<file path="config.mk">
export PLATFORM = sky130hd
export DESIGN_NAME = adc_capture_ctrl
export DESIGN_NICKNAME = d
export VERILOG_FILES = /design/src/rtl/adc_cap_pkg.sv /design/src/rtl/adc_cap_rr_arb.sv /design/src/rtl/adc_capture_ctrl.sv
export SDC_FILE = /design/constraint.sdc
export NUM_CORES = 1
export LEC_CHECK = 0
export CORE_ASPECT_RATIO = 0.5
export CORE_MARGIN = 5
export CORE_UTILIZATION = 48
export DETAILED_ROUTE_END_ITERATION = 6
export GPL_ROUTABILITY_DRIVEN = 0
export PLACE_DENSITY = 0.83
export SLEW_MARGIN = 40
export SYNTH_ARGS = -nofsm -noshare
export SYNTH_HDL_FRONTEND = slang
export SYNTH_SLANG_ARGS = --single-unit
</file>
<file path="constraint.sdc">
create_clock -name wb_clk_i -period 5 [get_ports wb_clk_i]
set_input_delay 1 -clock wb_clk_i [delete_from_list [all_inputs] [get_ports wb_clk_i]]
set_output_delay 1 -clock wb_clk_i [all_outputs]
set_load 0.005 [all_outputs]
</file>
<file path="src/rtl/adc_cap_pkg.sv">
// Shared sizing constants and the FSM state type for the ADC capture controller.
package adc_cap_pkg;
  localparam int N_CH_DEF   = 3;
  localparam int DATA_W_DEF = 32;
  localparam int ADDR_W_DEF = 11;
  localparam int BANK_W     = 2;
  localparam int BANK_DEPTH = 512;
  localparam int BANK_AW    = $clog2(BANK_DEPTH);
  localparam int N_BANKS    = 1 << BANK_W;

  typedef enum logic [1:0] {
    IDLE    = 2'd0,
    CAPTURE = 2'd1,
    DONE    = 2'd2
  } cap_state_t;
endpackage

</file>
<file path="src/rtl/adc_cap_rr_arb.sv">
// Round-robin arbiter: one-hot grant among pending requests, search starts
// one past the last accepted grant.
module adc_cap_rr_arb
  import adc_cap_pkg::*;
#(
  parameter int N_CH = N_CH_DEF
) (
  input  logic            clk,
  input  logic            rst,
  input  logic [N_CH-1:0] req,
  input  logic            advance,
  output logic [N_CH-1:0] grant
);
  localparam int PTR_W = (N_CH > 1) ? $clog2(N_CH) : 1;

  logic [PTR_W-1:0] last;
  logic [PTR_W-1:0] grant_idx;
  logic [PTR_W-1:0] idx;
  logic             found;

  always_comb begin
    grant     = '0;
    grant_idx = last;
    idx       = '0;
    found     = 1'b0;
    for (int i = 1; i <= N_CH; i++) begin
      idx = PTR_W'((int'(last) + i) % N_CH);
      if (!found && req[idx]) begin
        grant[idx] = 1'b1;
        grant_idx  = idx;
        found      = 1'b1;
      end
    end
  end

  // The pointer only moves when the top actually consumed the grant.
  always_ff @(posedge clk) begin
    if (rst) begin
      last <= PTR_W'(N_CH - 1);
    end else if (advance && found) begin
      last <= grant_idx;
    end
  end
endmodule

</file>
<file path="src/rtl/adc_capture_ctrl.sv">
// Captures decimated ADC samples from several channels into four banked
// SRAMs, one word per cycle, in one-shot or circular mode.
module adc_capture_ctrl
  import adc_cap_pkg::*;
#(
  parameter int N_CH   = N_CH_DEF,
  parameter int DATA_W = DATA_W_DEF,
  parameter int ADDR_W = ADDR_W_DEF
) (
  input  logic                     wb_clk_i,
  input  logic                     wb_rst_i,
  input  logic                     start_i,
  input  logic                     stop_i,
  input  logic [N_CH-1:0]          ch_en_i,
  input  logic                     circ_i,
  input  logic [ADDR_W-1:0]        len_i,
  input  logic [N_CH-1:0]          adc_dvalid_i,
  input  logic [N_CH*DATA_W-1:0]   adc_dat_i,
  output logic [N_BANKS-1:0]       mem_wenb_o,
  output logic [BANK_AW-1:0]       mem_waddr_o,
  output logic [DATA_W-1:0]        mem_data_o,
  output logic [3:0]               wmask_o,
  output logic                     busy_o,
  output logic                     done_o,
  output logic [ADDR_W-1:0]        wr_ptr_o,
  output logic [N_CH-1:0]          ovf_o
);
  cap_state_t        state;
  logic [ADDR_W-1:0] wr_ptr;
  logic [N_CH-1:0]   hold_full;
  logic [N_CH-1:0]   hold_next;
  logic [N_CH-1:0]   valid_en;
  logic [N_CH-1:0]   load;
  logic [N_CH-1:0]   ovf_set;
  logic [N_CH-1:0]   req;
  logic [N_CH-1:0]   grant;
  logic [DATA_W-1:0] hold_data [N_CH];
  logic [DATA_W-1:0] grant_data;
  logic              capture;
  logic              write_en;
  logic              last_word;
  logic [BANK_W-1:0] bank;

  assign capture   = (state == CAPTURE);
  assign valid_en  = adc_dvalid_i & ch_en_i & {N_CH{capture}};
  assign req       = hold_full & {N_CH{capture}};
  assign write_en  = capture && !stop_i && (|grant);
  // A granted hold drains this edge, so it may take a fresh sample without overflowing.
  assign hold_next = (hold_full & ~grant) | valid_en;
  assign load      = valid_en & (~hold_full | grant);
  assign ovf_set   = valid_en & hold_full & ~grant;
  assign last_word = (wr_ptr == len_i);
  assign bank      = wr_ptr[ADDR_W-1 -: BANK_W];
  assign wr_ptr_o  = wr_ptr;

  adc_cap_rr_arb #(
    .N_CH(N_CH)
  ) u_arb (
    .clk    (wb_clk_i),
    .rst    (wb_rst_i),
    .req    (req),
    .advance(write_en),
    .grant  (grant)
  );

  always_comb begin
    grant_data = '0;
    for (int c = 0; c < N_CH; c++) begin
      if (grant[c]) grant_data = hold_data[c];
    end
  end

  always_ff @(posedge wb_clk_i) begin
    for (int c = 0; c < N_CH; c++) begin
      if (load[c]) hold_data[c] <= adc_dat_i[c*DATA_W +: DATA_W];
    end
  end

  always_ff @(posedge wb_clk_i) begin
    if (wb_rst_i) begin
      state       <= IDLE;
      wr_ptr      <= '0;
      hold_full   <= '0;
      ovf_o       <= '0;
      busy_o      <= 1'b0;
      done_o      <= 1'b0;
      mem_wenb_o  <= '1;
      wmask_o     <= 4'h0;
      mem_waddr_o <= '0;
      mem_data_o  <= '0;
    end else begin
      done_o     <= 1'b0;
      mem_wenb_o <= '1;
      wmask_o    <= 4'h0;
      case (state)
        IDLE: begin
          if (start_i) begin
            state     <= CAPTURE;
            busy_o    <= 1'b1;
            wr_ptr    <= '0;
            ovf_o     <= '0;
            hold_full <= '0;
          end
        end
        CAPTURE: begin
          if (stop_i) begin
            state     <= IDLE;
            busy_o    <= 1'b0;
            hold_full <= '0;
          end else begin
            hold_full <= hold_next;
            ovf_o     <= ovf_o | ovf_set;
            if (write_en) begin
              mem_wenb_o  <= ~(N_BANKS'(1) << bank);
              mem_waddr_o <= wr_ptr[BANK_AW-1:0];
              mem_data_o  <= grant_data;
              wmask_o     <= 4'hF;
              if (last_word) begin
                done_o <= 1'b1;
                if (circ_i) begin
                  wr_ptr <= '0;
                end else begin
                  wr_ptr    <= wr_ptr + 1'b1;
                  state     <= DONE;
                  busy_o    <= 1'b0;
                  hold_full <= '0;
                end
              end else begin
                wr_ptr <= wr_ptr + 1'b1;
              end
            end
          end
        end
        DONE:    state <= IDLE;
        default: state <= IDLE;
      endcase
    end
  end
endmodule
</file>
==> impl_metrics.yaml <==
detailed_routing:
  wl_um: 17500
  vias: 5041
  wl_per_cell_um: 20.0
  drc: 0
  routed_via_density: 5.76
  firstDrtPassIters: 5
  dr.first_iter.drc_count: 440
  antenna_left: 0
setup_path:
  cp.arrival_ns: 4.30
  max_stage_delay_ns: 0.62
  startpoint: "u_arb.last[0]"
  slowest_stage: "or4_1"
  reg2regPathDepth: 10
  path_class: "reg -> reg"
  critPathMaxFanout: 18
  r2r_end: "mem_data_o[19]"
  endpoint_kind: "flip-flop"
  reg2reg_slack_ns: 1.05
  worstPathCellList: "inv_1, ha_1, or3b_1, or2_1, o2111a_1, or4_1, o21a_1, nor2_2, buf_4, a32o_1"
  r2r_start: "u_arb.last[0]"
  critical_path_required_ns: 5.36
  cp-start-kind: "flip-flop"
global_routing:
  grt_usage_pct: 22.0
  grt_max_degree: 69
  gr-total-overflow: 0
  grt_pass1_vias: 5179
  grt_pass1_wl_um: 27900
  antenna_found_initial: 0
logic_synthesis:
  synth_edf_count: 96
  ys_ff_latch: 165
  synthDistinctLibCells: 54
  syn_avg_cell_area_um2: 12.8
  async_flop_share_pct: 0
  synth_nets: 635
  yosysSeqAreaShare_pct: 65.0
  syn_area_um2: 6560
  synth_ff_type: "edfxtp_1"
  syn_inst: 512
  synth-warning-count: 0
pwr:
  total_leakage_power_nw: 3.14
  power.total_mw: 2.95
  power.density_nw_per_um2: 320
  peakVddDrop_mv: 0.199
floorplanning:
  die_h_um: 92.7
  core_um2: 13500
  dieWidth_um: 175
  io_pins: 183
  die-area_um2: 16200
  rows: 30
  initial_utilization_pct: 48.7
clocking:
  cts_root_buf: "clkbuf_16"
  cts_buffers: 17
  clkSinkCount: 165
  h-tree-depth: 4
  cts_buffer_depth: 2
  clkTransAtPathRegs_ns: 0.06
  cts_tree: "built"
  ctsHoldBuffers: 0
  post_cts_resized: 0
  clock_latency_ns: 0.42
  cts_setup_buffers: 0
timing:
  clock.fmax_mhz: 253
  final.setup.tns_ns: 0
  setup_viol: 0
  hold_violations: 0
  finClkSkew_ns: 0.0158
  finalCritPeriodShare_pct: 78.9
  slew_viol_final: 0
  worst_slack_ns: 1.05
  finalCriticalPeriod_ns: 3.95
  maxSlewHeadroom_pct: 48.9
  rsz0062_at_grt: "false"
  worst_slew_pin_slew_ns: 0.767
place:
  placed_area_um2: 8600
  port_buffers: 182
  hpwl_um: 12200
  pre_cts_ws_ns: 1.13
layout:
  final_nets: 809
  final_cell_mix: "181 x clkdlybuf4s50_1, 96 x edfxtp_1, 69 x dfxtp_1"
  area.growth.synth_to_final_pct: 40.5
  n_antenna_cell: 0
  drive_above_1_share_pct: 7.44
  fillers: 935
  final_common_cell: "clkdlybuf4s50_1"
  stdcell_area_um2: 9210
run_status:
  outcome: "complete, no violations"
worst_hold_path:
  hp-class: "reg -> reg"
  hp-start: "mem_waddr_o[4]"
  hold-path-endpoint: "mem_waddr_o[4]"
  min_delay_path_depth: 2
job:
  cap_viol_max_count: 0
cells in the mapped netlist (all sizes together) (5+ instances only):
cell,instances,share of area (%)
a21oi,25,1.9
nand2,31,1.8
xor2,11,1.5
inv,5,0.29
a221o,32,4.9
nand3,15,1.1
nand2b,36,3.4
edfxtp,96,44
a32o,32,4.9
and3,6,0.57
nor2,30,1.8
ha,5,0.95
nor3,5,0.46
buf,17,1.6
o31ai,9,1.0
dfxtp,69,21
o21ai,16,1.4
clkbuf,21,1.2
how the worst max path moves through the flow:
stage | end | slack (ns)
finish | mem_data_o[19] | 1.05
global route | mem_data_o[24] | 0.84
CTS | mem_data_o[25] | 1.10
detailed placement | mem_data_o[13] | 1.13
global placement | hold_data[0][44] | 1.27
floorplan | hold_data[0][32] | 0.80
power breakdown:
group	total, mW	internal [mW]	switching [mW]
Clock	1.32	0.801	0.522
Sequential	1.46	1.46	0.00557
Combinational	0.161	0.0994	0.0616
state kept, by name, summed over array words and instances (netlist names):
register / flops
hold_data: 96
mem_data_o: 32
wr_ptr_o: 11
mem_waddr_o: 9
mem_wenb_o: 4
hold_full: 3
ovf_o: 3
state: 2
u_arb.last: 2
busy_o: 1
done_o: 1
wmask_o: 1
area by class of cell:
class	instances	area (um^2)	area share, %
clock inverters	11	150	1.63
flip-flops and latches	165	4260	46.3
well taps	176	220	2.39
multi-input cells	304	2140	23.3
clock buffers	21	450	4.89
inverters	5	18.8	0.204
repair buffers	193	1960	21.3
through the flow:
stage               instances  util (%)  hold WS (ns)
floorplan                 512         -         0.453
global placement          836      62.9         0.446
detailed placement        843      63.8         0.448
CTS                       875      68.3         0.457
global route              875      68.3         0.480
finish                    875      68.3         0.455
metal layers:
layer | GRT usage (%) | wire length [um] | up-vias
met5 | 0 | 0 | -
li1 | - | - | 2329
met2 | 39.0 | 8970 | 231
met4 | 5.42 | 273 | 0
met3 | 6.00 | 1240 | 28
met1 | 26.8 | 6980 | 2453
critical path: cells and delay by family, from the launching register on:
family / cells / cell delay, ns
AOI/OAI and AO/OA: 3 / 0.69
adders and majority gates: 1 / 0.41
buffers and inverters: 2 / 0.45
DFF: 1 / 0.38
and+or+nand+nor: 4 / 1.93
kinds of logic (layout without fill, tap and decap cells):
kind of cell	count (synthesis)	in the layout	share of synthesized area [%]
flip-flops	165	165	65.0
multiplexers	4	4	0.611
XOR/XNOR	11	11	1.47
buffers and inverters	43	230	3.13
AO/OA/AOI/OAI	138	138	17.1
AND/OR/NAND/NOR	146	146	11.7
adder cells (fa/ha/maj)	5	5	0.954
No activity file was read; power rests on OpenSTA's default activity.
